$ cat src/rtl/aer_pkg.sv
// rtl/aer_pkg.sv - shared types and parameter limits for the AER acknowledge buffer
package aer_pkg;

  typedef enum logic [1:0] {
    IDLE    = 2'd0,
    WAIT_HI = 2'd1,
    ACKED   = 2'd2,
    WAIT_LO = 2'd3
  } aer_state_t;

  localparam int SYNC_STAGES_MIN = 2;
  localparam int SYNC_STAGES_MAX = 3;
  localparam int N_CH_MIN        = 1;
  localparam int N_CH_MAX        = 32;

endpackage

$ cat src/rtl/aer_ack_chan.sv
// rtl/aer_ack_chan.sv - one AER channel: req synchroniser, four-phase handshake FSM, delay counter
module aer_ack_chan
  import aer_pkg::*;
#(
  parameter int DLY_W       = 8,
  parameter int SYNC_STAGES = 2
) (
  input  logic             clk,
  input  logic             rst,
  input  logic             req,
  input  logic             en,
  input  logic [DLY_W-1:0] dly,
  output logic             ack,
  output logic             ev,
  output logic             err,
  output logic             ev_nxt
);

  localparam int STAGES = (SYNC_STAGES < SYNC_STAGES_MIN) ? SYNC_STAGES_MIN :
                          (SYNC_STAGES > SYNC_STAGES_MAX) ? SYNC_STAGES_MAX : SYNC_STAGES;

  logic [STAGES-1:0] sync_q;
  logic              req_s;

  aer_state_t        state_q, state_d;
  logic [DLY_W-1:0]  cnt_q, cnt_d;
  logic              ack_d, ev_d, err_d;

  assign req_s  = sync_q[STAGES-1];
  assign ev_nxt = ev_d;

  always_ff @(posedge clk) begin
    if (rst) begin
      sync_q  <= '0;
      state_q <= IDLE;
      cnt_q   <= '0;
      ack     <= 1'b0;
      ev      <= 1'b0;
      err     <= 1'b0;
    end else begin
      sync_q  <= {sync_q[STAGES-2:0], req};
      state_q <= state_d;
      cnt_q   <= cnt_d;
      ack     <= ack_d;
      ev      <= ev_d;
      err     <= err_d;
    end
  end

  always_comb begin
    state_d = state_q;
    cnt_d   = cnt_q;
    ack_d   = ack;
    ev_d    = 1'b0;
    err_d   = 1'b0;
    // A disabled channel is parked silently, whatever phase it was in.
    if (!en) begin
      state_d = IDLE;
      cnt_d   = '0;
      ack_d   = 1'b0;
    end else begin
      case (state_q)
        IDLE: begin
          if (req_s) begin
            state_d = WAIT_HI;
            cnt_d   = dly;
          end
        end
        WAIT_HI: begin
          if (!req_s) begin
            state_d = IDLE;
            err_d   = 1'b1;
          end else if (cnt_q == '0) begin
            state_d = ACKED;
            ack_d   = 1'b1;
          end else begin
            cnt_d = cnt_q - 1'b1;
          end
        end
        ACKED: begin
          if (!req_s) begin
            state_d = WAIT_LO;
            cnt_d   = dly;
          end
        end
        WAIT_LO: begin
          if (req_s) begin
            state_d = ACKED;
            err_d   = 1'b1;
          end else if (cnt_q == '0) begin
            state_d = IDLE;
            ack_d   = 1'b0;
            ev_d    = 1'b1;
          end else begin
            cnt_d = cnt_q - 1'b1;
          end
        end
        default: begin
          state_d = IDLE;
          ack_d   = 1'b0;
        end
      endcase
    end
  end

endmodule

$ cat src/rtl/aer_ack_buffer.sv
// rtl/aer_ack_buffer.sv - N_CH AER req/ack channels with a saturating completed-event counter
module aer_ack_buffer
  import aer_pkg::*;
#(
  parameter int N_CH        = 4,
  parameter int DLY_W       = 8,
  parameter int SYNC_STAGES = 2,
  parameter int EVCNT_W     = 16
) (
  input  logic               clk,
  input  logic               rst,
  input  logic [N_CH-1:0]    req,
  input  logic [N_CH-1:0]    en,
  input  logic [DLY_W-1:0]   dly,
  output logic [N_CH-1:0]    ack,
  output logic [N_CH-1:0]    ev,
  output logic [N_CH-1:0]    err,
  output logic [EVCNT_W-1:0] ev_count,
  input  logic               clr_count
);

  localparam int PC_W  = $clog2(N_CH_MAX + N_CH_MIN);
  localparam int SUM_W = EVCNT_W + PC_W;
  localparam logic [SUM_W-1:0] CNT_MAX = SUM_W'({EVCNT_W{1'b1}});

  logic [N_CH-1:0]  ev_nxt;
  logic [PC_W-1:0]  pop;
  logic [SUM_W-1:0] sum;

  for (genvar i = 0; i < N_CH; i++) begin : g_chan
    aer_ack_chan #(
      .DLY_W       (DLY_W),
      .SYNC_STAGES (SYNC_STAGES)
    ) u_chan (
      .clk    (clk),
      .rst    (rst),
      .req    (req[i]),
      .en     (en[i]),
      .dly    (dly),
      .ack    (ack[i]),
      .ev     (ev[i]),
      .err    (err[i]),
      .ev_nxt (ev_nxt[i])
    );
  end

  // Count the pulses being registered on this edge so ev_count moves with ev.
  always_comb begin
    pop = '0;
    for (int i = 0; i < N_CH; i++) begin
      pop = pop + PC_W'(ev_nxt[i]);
    end
    sum = SUM_W'(ev_count) + SUM_W'(pop);
  end

  always_ff @(posedge clk) begin
    if (rst || clr_count) begin
      ev_count <= '0;
    end else if (sum > CNT_MAX) begin
      ev_count <= '1;
    end else begin
      ev_count <= sum[EVCNT_W-1:0];
    end
  end

endmodule

$ cat config.mk
export PLATFORM = sky130hd
export DESIGN_NAME = aer_ack_buffer
export DESIGN_NICKNAME = d
export VERILOG_FILES = /design/src/rtl/aer_pkg.sv /design/src/rtl/aer_ack_chan.sv /design/src/rtl/aer_ack_buffer.sv
export SDC_FILE = /design/constraint.sdc
export NUM_CORES = 1
export LEC_CHECK = 0
export ABC_AREA = 1
export BUFFER_PORTS_ARGS = -buffer_cell sky130_fd_sc_hd__buf_2
export CORE_MARGIN = 8
export CORE_UTILIZATION = 58
export DETAILED_ROUTE_END_ITERATION = 8
export PLACE_DENSITY = 0.84
export SLEW_MARGIN = 20
export SYNTH_ARGS = -nofsm -noshare
export SYNTH_HDL_FRONTEND = slang
export SYNTH_SLANG_ARGS = --single-unit
$ cat constraint.sdc
create_clock -name clk -period 8.36 [get_ports clk]
set_input_delay 0.418 -clock clk [delete_from_list [all_inputs] [get_ports clk]]
set_output_delay 0.418 -clock clk [all_outputs]
set_load 0.005 [all_outputs]
## Yosys cells after proc, flatten, opt, wreduce, memory -nomap -nowiden

Index checks and enable logic that the tools add are counted.

- Add/subtract/negate cells: 8
- Bitwise operators: 4
- Shift operators: 0
- Order comparisons: 1
- Eq/ne operators: 44
- Reductions and logical operators: 29
- Multiply operators: 0
- Div/mod/pow operators: 0
- Mux-type cells: 101

Operators by type and width:

| cell | count |
|---|---|
| two-way mux 8 bit | 20 |
| one-hot mux 8 bit (4 select lines) | 4 |
| two-way mux 2 bit | 24 |
| two-way mux 1 bit | 40 |
| logical NOT 8 bit | 4 |
| inequality test 2 x 1 -> 1 bit, second input constant | 16 |
| one-hot mux 2 bit (4 select lines) | 4 |
| AND reduction 4 bit | 8 |
| subtractor 8 x 1 -> 8 bit, second input constant | 4 |
| AND reduction 5 bit | 4 |
| adder 16 x 4 -> 17 bit | 1 |
| greater-than comparator 17 x 16 -> 1 bit, second input constant | 1 |
| equality test 2 bit, second input constant | 8 |
| two-way mux 16 bit | 1 |
| inequality test 2 bit, second input constant | 8 |
| one-hot mux 1 bit (2 select lines) | 8 |
| inequality test 3 x 1 -> 1 bit, second input constant | 4 |
| inequality test 3 bit, second input constant | 4 |
| equality test 2 x 1 -> 1 bit, second input constant | 4 |
| logical NOT 2 bit | 4 |
| nonzero test 2 bit | 4 |
| OR reduction 2 bit | 4 |
| adder 3 x 1 -> 4 bit | 1 |
| NOT 1 bit | 4 |
| 3 further kinds | 3 |

- Bits of input ports: 19
- Bits in registers: 76
- Bits in read-only memories: 0
- Latch bits: 0
- Word-level logic and storage cells: 212
- RAM bits: 0
- Output and inout port bits: 28
- Memories: 0

## Depth between registers and ports, before layout

- Depth after elaboration: 11
- Depth in mapped cells: 22
- Mapped depth without buffers: 22

## Hierarchy

Synthesis repeated with hierarchy kept, for this count alone.

- Cells, all modules: 628
- Area total of the unflattened synthesis: 4,326.6 µm²

By module, submodules not included:

| module | area an instance (µm²) | cells an instance | seq. area each (µm²) | times used |
|---|---|---|---|---|
| aer_ack_chan | 842.1 | 124 | 300.3 | 4 |
| aer_ack_buffer | 958.4 | 132 | 320.3 | 1 |

## Least setup slack after synthesis

Ideal clock, no wire load.

- Kind: register -> register
- Start: register g_chan[0].u_chan.cnt_q[0]
- End: register ev_count[13]
- Setup time: 0.109 ns
- Period minus slack after synthesis: 3.032 ns
- Data required time: 8.251 ns
- Arrival time: 2.923 ns
- Buffers on the path: 0
- Stages on the path, launching flop included: 22
- Slack: 5.328 ns
- Path through: dfxtp_1 -> inv_1 -> ha_1 -> nand3_1 -> nor2_2 -> nand4_4 -> inv_1 -> nand3_1 -> nor2_1 -> fa_1 -> inv_1 -> fa_1 -> inv_1 -> fa_1 -> nand3_2 -> nor2_4 -> nand2_2 -> inv_2 -> nand3_2 -> nand3_1 -> nand2_1 -> inv_1

- Cells in the longest elaborated chain, start to end: 11

Ends and longest elaborated chain:

| what | line | text |
|---|---|---|
| start: declaration | aer_ack_chan.sv:26 | `logic [DLY_W-1:0] cnt_q, cnt_d;` |
| start signal: assignment | aer_ack_chan.sv:43 | `cnt_q <= cnt_d;` |
| logical NOT 8 bit * | aer_ack_chan.sv:90 | `end else if (cnt_q == '0) begin` |
| two-way mux 1 bit * | aer_ack_chan.sv:90 |  |
| two-way mux 1 bit * | aer_ack_chan.sv:87 | `if (req_s) begin` |
| two-way mux 1 bit * | aer_ack_chan.sv:62 | `case (state_q)` |
| two-way mux 1 bit * | aer_ack_chan.sv:57 | `if (!en) begin` |
| via g_chan[0].u_chan.ev_nxt | aer_ack_chan.sv:16 | `output logic ev_nxt` |
| adder 1 x 1 -> 2 bit * | aer_ack_buffer.sv:51 | `pop = pop + PC_W'(ev_nxt[i]);` |
| adder 2 x 1 -> 3 bit * | aer_ack_buffer.sv:51 |  |
| adder 3 x 1 -> 4 bit * | aer_ack_buffer.sv:51 |  |
| adder 16 x 4 -> 17 bit * | aer_ack_buffer.sv:53 | `sum = SUM_W'(ev_count) + SUM_W'(pop);` |
| greater-than comparator 17 x 16 -> 1 bit | aer_ack_buffer.sv:59 | `end else if (sum > CNT_MAX) begin` |
| two-way mux 16 bit * | aer_ack_buffer.sv:59 |  |
| end signal: assignment | aer_ack_buffer.sv:62 | `ev_count <= sum[EVCNT_W-1:0];` |
| end: declaration | aer_ack_buffer.sv:18 | `output logic [EVCNT_W-1:0] ev_count,` |

The timed path passes the listed nets; every way through them passes the cells marked *.
A chain may end at the register's enable or synchronous reset.

## Final worst setup path

- Start: register g_chan[0].u_chan.cnt_q[0]
- End: register ev_count[14]

The elaborated chain is that of the path after synthesis.

==> reports/metrics.csv <==
stage;metric;value;unit
setup_path;crit path max fanout;9;
global_routing;initial antenna violation count;0;
timing;Fin Hold WS;0.2700;ns
timing;Worst Max-Slew Pin Slew;0.6992;ns
synthesis;sequential share of the synthesized area;37.74;%
cells_and_area;Fill cells;584;
synthesis;synth unique cells;35;
global_routing;first-pass GRT wire length;15610;um
route;vias per cell;5.259;
setup_path;Req. time, crit path;8.61;ns
worst_hold_path;HP Class;input pin to flip-flop;
power;PwrDens;153.5;mW/mm^2
power;Worst VDD drop;0.09703;mV
route;WL/cell;12.87;um
route;DRT Wirelength;9201;um
clocking;CTS Hold Bufs;0;
route;antenna viol nets, final;0;
timing;Rel. slew slack;53.22;%
setup_path;Critical Path End Type;flip-flop;
cells_and_area;Area growth syn-to-layout;9.094;%
die;die span in y;99.37;um
clocking;clk_lat worst skew;0.35;ns
timing;Final setup viols;0;
synthesis;post-synthesis net count;620;
cells_and_area;nets;657;
job;# Max-Cap Violations;0;
synthesis;mux contribution to synthesized area;0;%
synthesis;Synth Area in Simple Gates;32.90;%
timing;Final Hold Vio Count;0;
synthesis;Ys Warns;0;
route;vias;3760;
synthesis;Primary FF master, synth;dfxtp_1;
power;static leakage;2.099;nW
place;hpwl dp;6745;um
clocking;Clock Pin Slew Worst Setup and Hold Paths;0.08;ns
timing;TNS Setup;0;ns
cells_and_area;diode count;0;
synthesis;Avg Cell Area, Syn;6.798;sq um
synthesis;number of synthesized flops with an enable pin;0;
clocking;CTS max path bufs;2;
timing;Fmax;291.6;MHz
setup_path;CP Launch Type;flip-flop;
timing;RSZ-0062 raised after global routing;false;
die;row cnt;30;
setup_path;Setup Crit Path Kind;flip-flop to flip-flop;
place;Buffers on Ports;46;
timing;Max Slew Vio Count;0;
clocking;Num CTS Buffers;9;
setup_path;crit path DAT;3.68;ns
global_routing;gr usage total;19.27;%
cells_and_area;layout cells sized above 1;13.54;%
synthesis;adder-cell share of the synthesized area;3.042;%
die;Die X;99.37;um
clocking;Max H-tree Level;3;
global_routing;vias in the first global route;3602;
route;DRC violations left;0;
clocking;Root Buffer;clkbuf_8;
place;placed cell count;699;
timing;setup ws final;4.930;ns
cells_and_area;commonest non-fill, non-tap cell in the layout;nand2_1;
timing;post-layout minimum cycle time;3.430;ns
route;DRT iter0 DRCs;196;
synthesis;main combinational cell family by area after synthesis;simple AND/OR/NAND/NOR gates;
die;total die area;0.009874;sq mm
outcome;status;complete, no violations;
die;core area;0.006756;sq mm
clocking;CTS tree;yes;
synthesis;Post-synth ARST share;0;%
cells_and_area;non-filler cells, final;715;
synthesis;post-synthesis xor/xnor area fraction;2.390;%
synthesis;Synth Cell Area;0.004031;sq mm
die;Ports;47;
timing;post-route clock period utilization;41.03;%
global_routing;total grt overflow;0;
route;TritonRoute pass-1 iters;5;
cells_and_area;post-layout util;65.09;%
synthesis;compound-cell area share of the yosys netlist;12.23;%
global_routing;largest net degree at the start of global routing;15;
synthesis;Cells after Synth;593;
clocking;Post CTS Setup Buffer Count;0;
timing;clk_skew;0.007843;ns
place;gpl congestion;0.9385;
synthesis;flops & latches, synth;76;
place;pre-CTS WS;4.957;ns
die;Starting Density;59.67;%
clocking;post_cts resized;0;
clocking;Clock Sinks;76;
cells_and_area;most frequent cells in the layout;nand2_1, inv_1, nor2_1, dfxtp_1, o21ai_0;
-- state kept, by name (all words and copies together) (netlist names), named ones only --
| name | count |
|---|---|
| ev_count | 16 |
| g_chan.u_chan.ack | 4 |
| g_chan.u_chan.cnt_q | 32 |
| g_chan.u_chan.err | 4 |
| g_chan.u_chan.ev | 4 |
| g_chan.u_chan.state_q | 4 |
| g_chan.u_chan.sync_q | 8 |
-- through the flow --
step | total power, mW | instance area, sq um
after floorplan | 0.4232 | 4031
after global placement | 0.4387 | 4235
after detailed placement | 0.4405 | 4235
after CTS | 0.6817 | 4398
after global routing | 0.7049 | 4398
final | 0.6750 | 4398
-- cell type report --
cell class / instances / area, sq um / area share (%)
Clock buffer: 14 / 152.6 / 3.471
Tap cell: 80 / 100.1 / 2.276
Clock inverter: 2 / 10.01 / 0.2276
Multi-Input combinational cell: 405 / 2038 / 46.34
Inverter: 92 / 345.3 / 7.852
Timing Repair Buffer: 46 / 230.2 / 5.235
Sequential cell: 76 / 1521 / 34.59
-- path summary, 6_finish.rpt --
check | cells after the start | to | slack, ns | start
max | 21 | ev_count[14] | 4.93 | g_chan[0].u_chan.cnt_q[0]
max reg2reg | 21 | ev_count[14] | 4.93 | g_chan[0].u_chan.cnt_q[0]
min | 3 | g_chan[1].u_chan.sync_q[0] | 0.27 | req[1]
min reg2reg | 2 | g_chan[2].u_chan.sync_q[1] | 0.40 | g_chan[2].u_chan.sync_q[0]
-- report_power, final --
group | switching, mW | internal, mW | leakage (nW)
registers | 0.00461 | 0.367 | 0.615
clock network | 0.126 | 0.116 | 0.0844
logic | 0.0413 | 0.0200 | 1.40
-- critical path, cell delays in order (launching register included) --
cell and delay (ns):
dfxtp_1 0.33, inv_1 0.08, ha_1 0.19, nand3_1 0.12, nor2_2 0.21, nand4_4 0.18
inv_1 0.12, nand3_1 0.11, nor2_1 0.21, fa_1 0.44, inv_1 0.08, fa_1 0.16
inv_1 0.06, fa_1 0.41, nand3_2 0.13, nor2_4 0.07, nand2_2 0.09, inv_2 0.06
nand3_2 0.09, nand3_1 0.09, nand2_1 0.07, inv_1 0.04
-- routing by layer --
layer / global-route usage, % / vias up / wire length [um]
met5: 0 / - / 0
met4: 7.334 / 0 / 143
met3: 5.656 / 11 / 546
met2: 32.59 / 111 / 4458
met1: 22.39 / 1689 / 4052
li1: - / 1949 / -
-- cells by family after synthesis --
group	count (synthesis)
AO/OA/AOI/OAI	91
flip-flops	76
AND/OR/NAND/NOR	295
adder cells (fa/ha/maj)	8
buffers and inverters	112
XOR/XNOR	11
-- synthesized netlist by cell type (2+ instances only) --
master	number	area share, %
nand4_2	2	0.62
o21ai_1	2	0.25
clkbuf_1	3	0.28
nand4_1	4	0.62
nand2_2	2	0.31
inv_1	90	8.4
nand2_1	135	13
o21bai_1	3	0.56
xnor2_1	6	1.3
xor2_1	5	1.1
buf_4	12	2.2
nand3_1	44	5.5
nand2_4	3	0.84
fa_1	3	1.5
nor2_1	77	7.2
buf_2	5	0.62
nor3_1	9	1.1
o21ai_0	48	6.0
nand3_2	5	1.2
nor2_4	3	0.84
ha_1	5	1.6
a21oi_1	29	3.6
o22ai_1	3	0.47
dfxtp_1	76	38
nor2_2	9	1.4
Note: power is estimated with default switching activity, not from simulation.
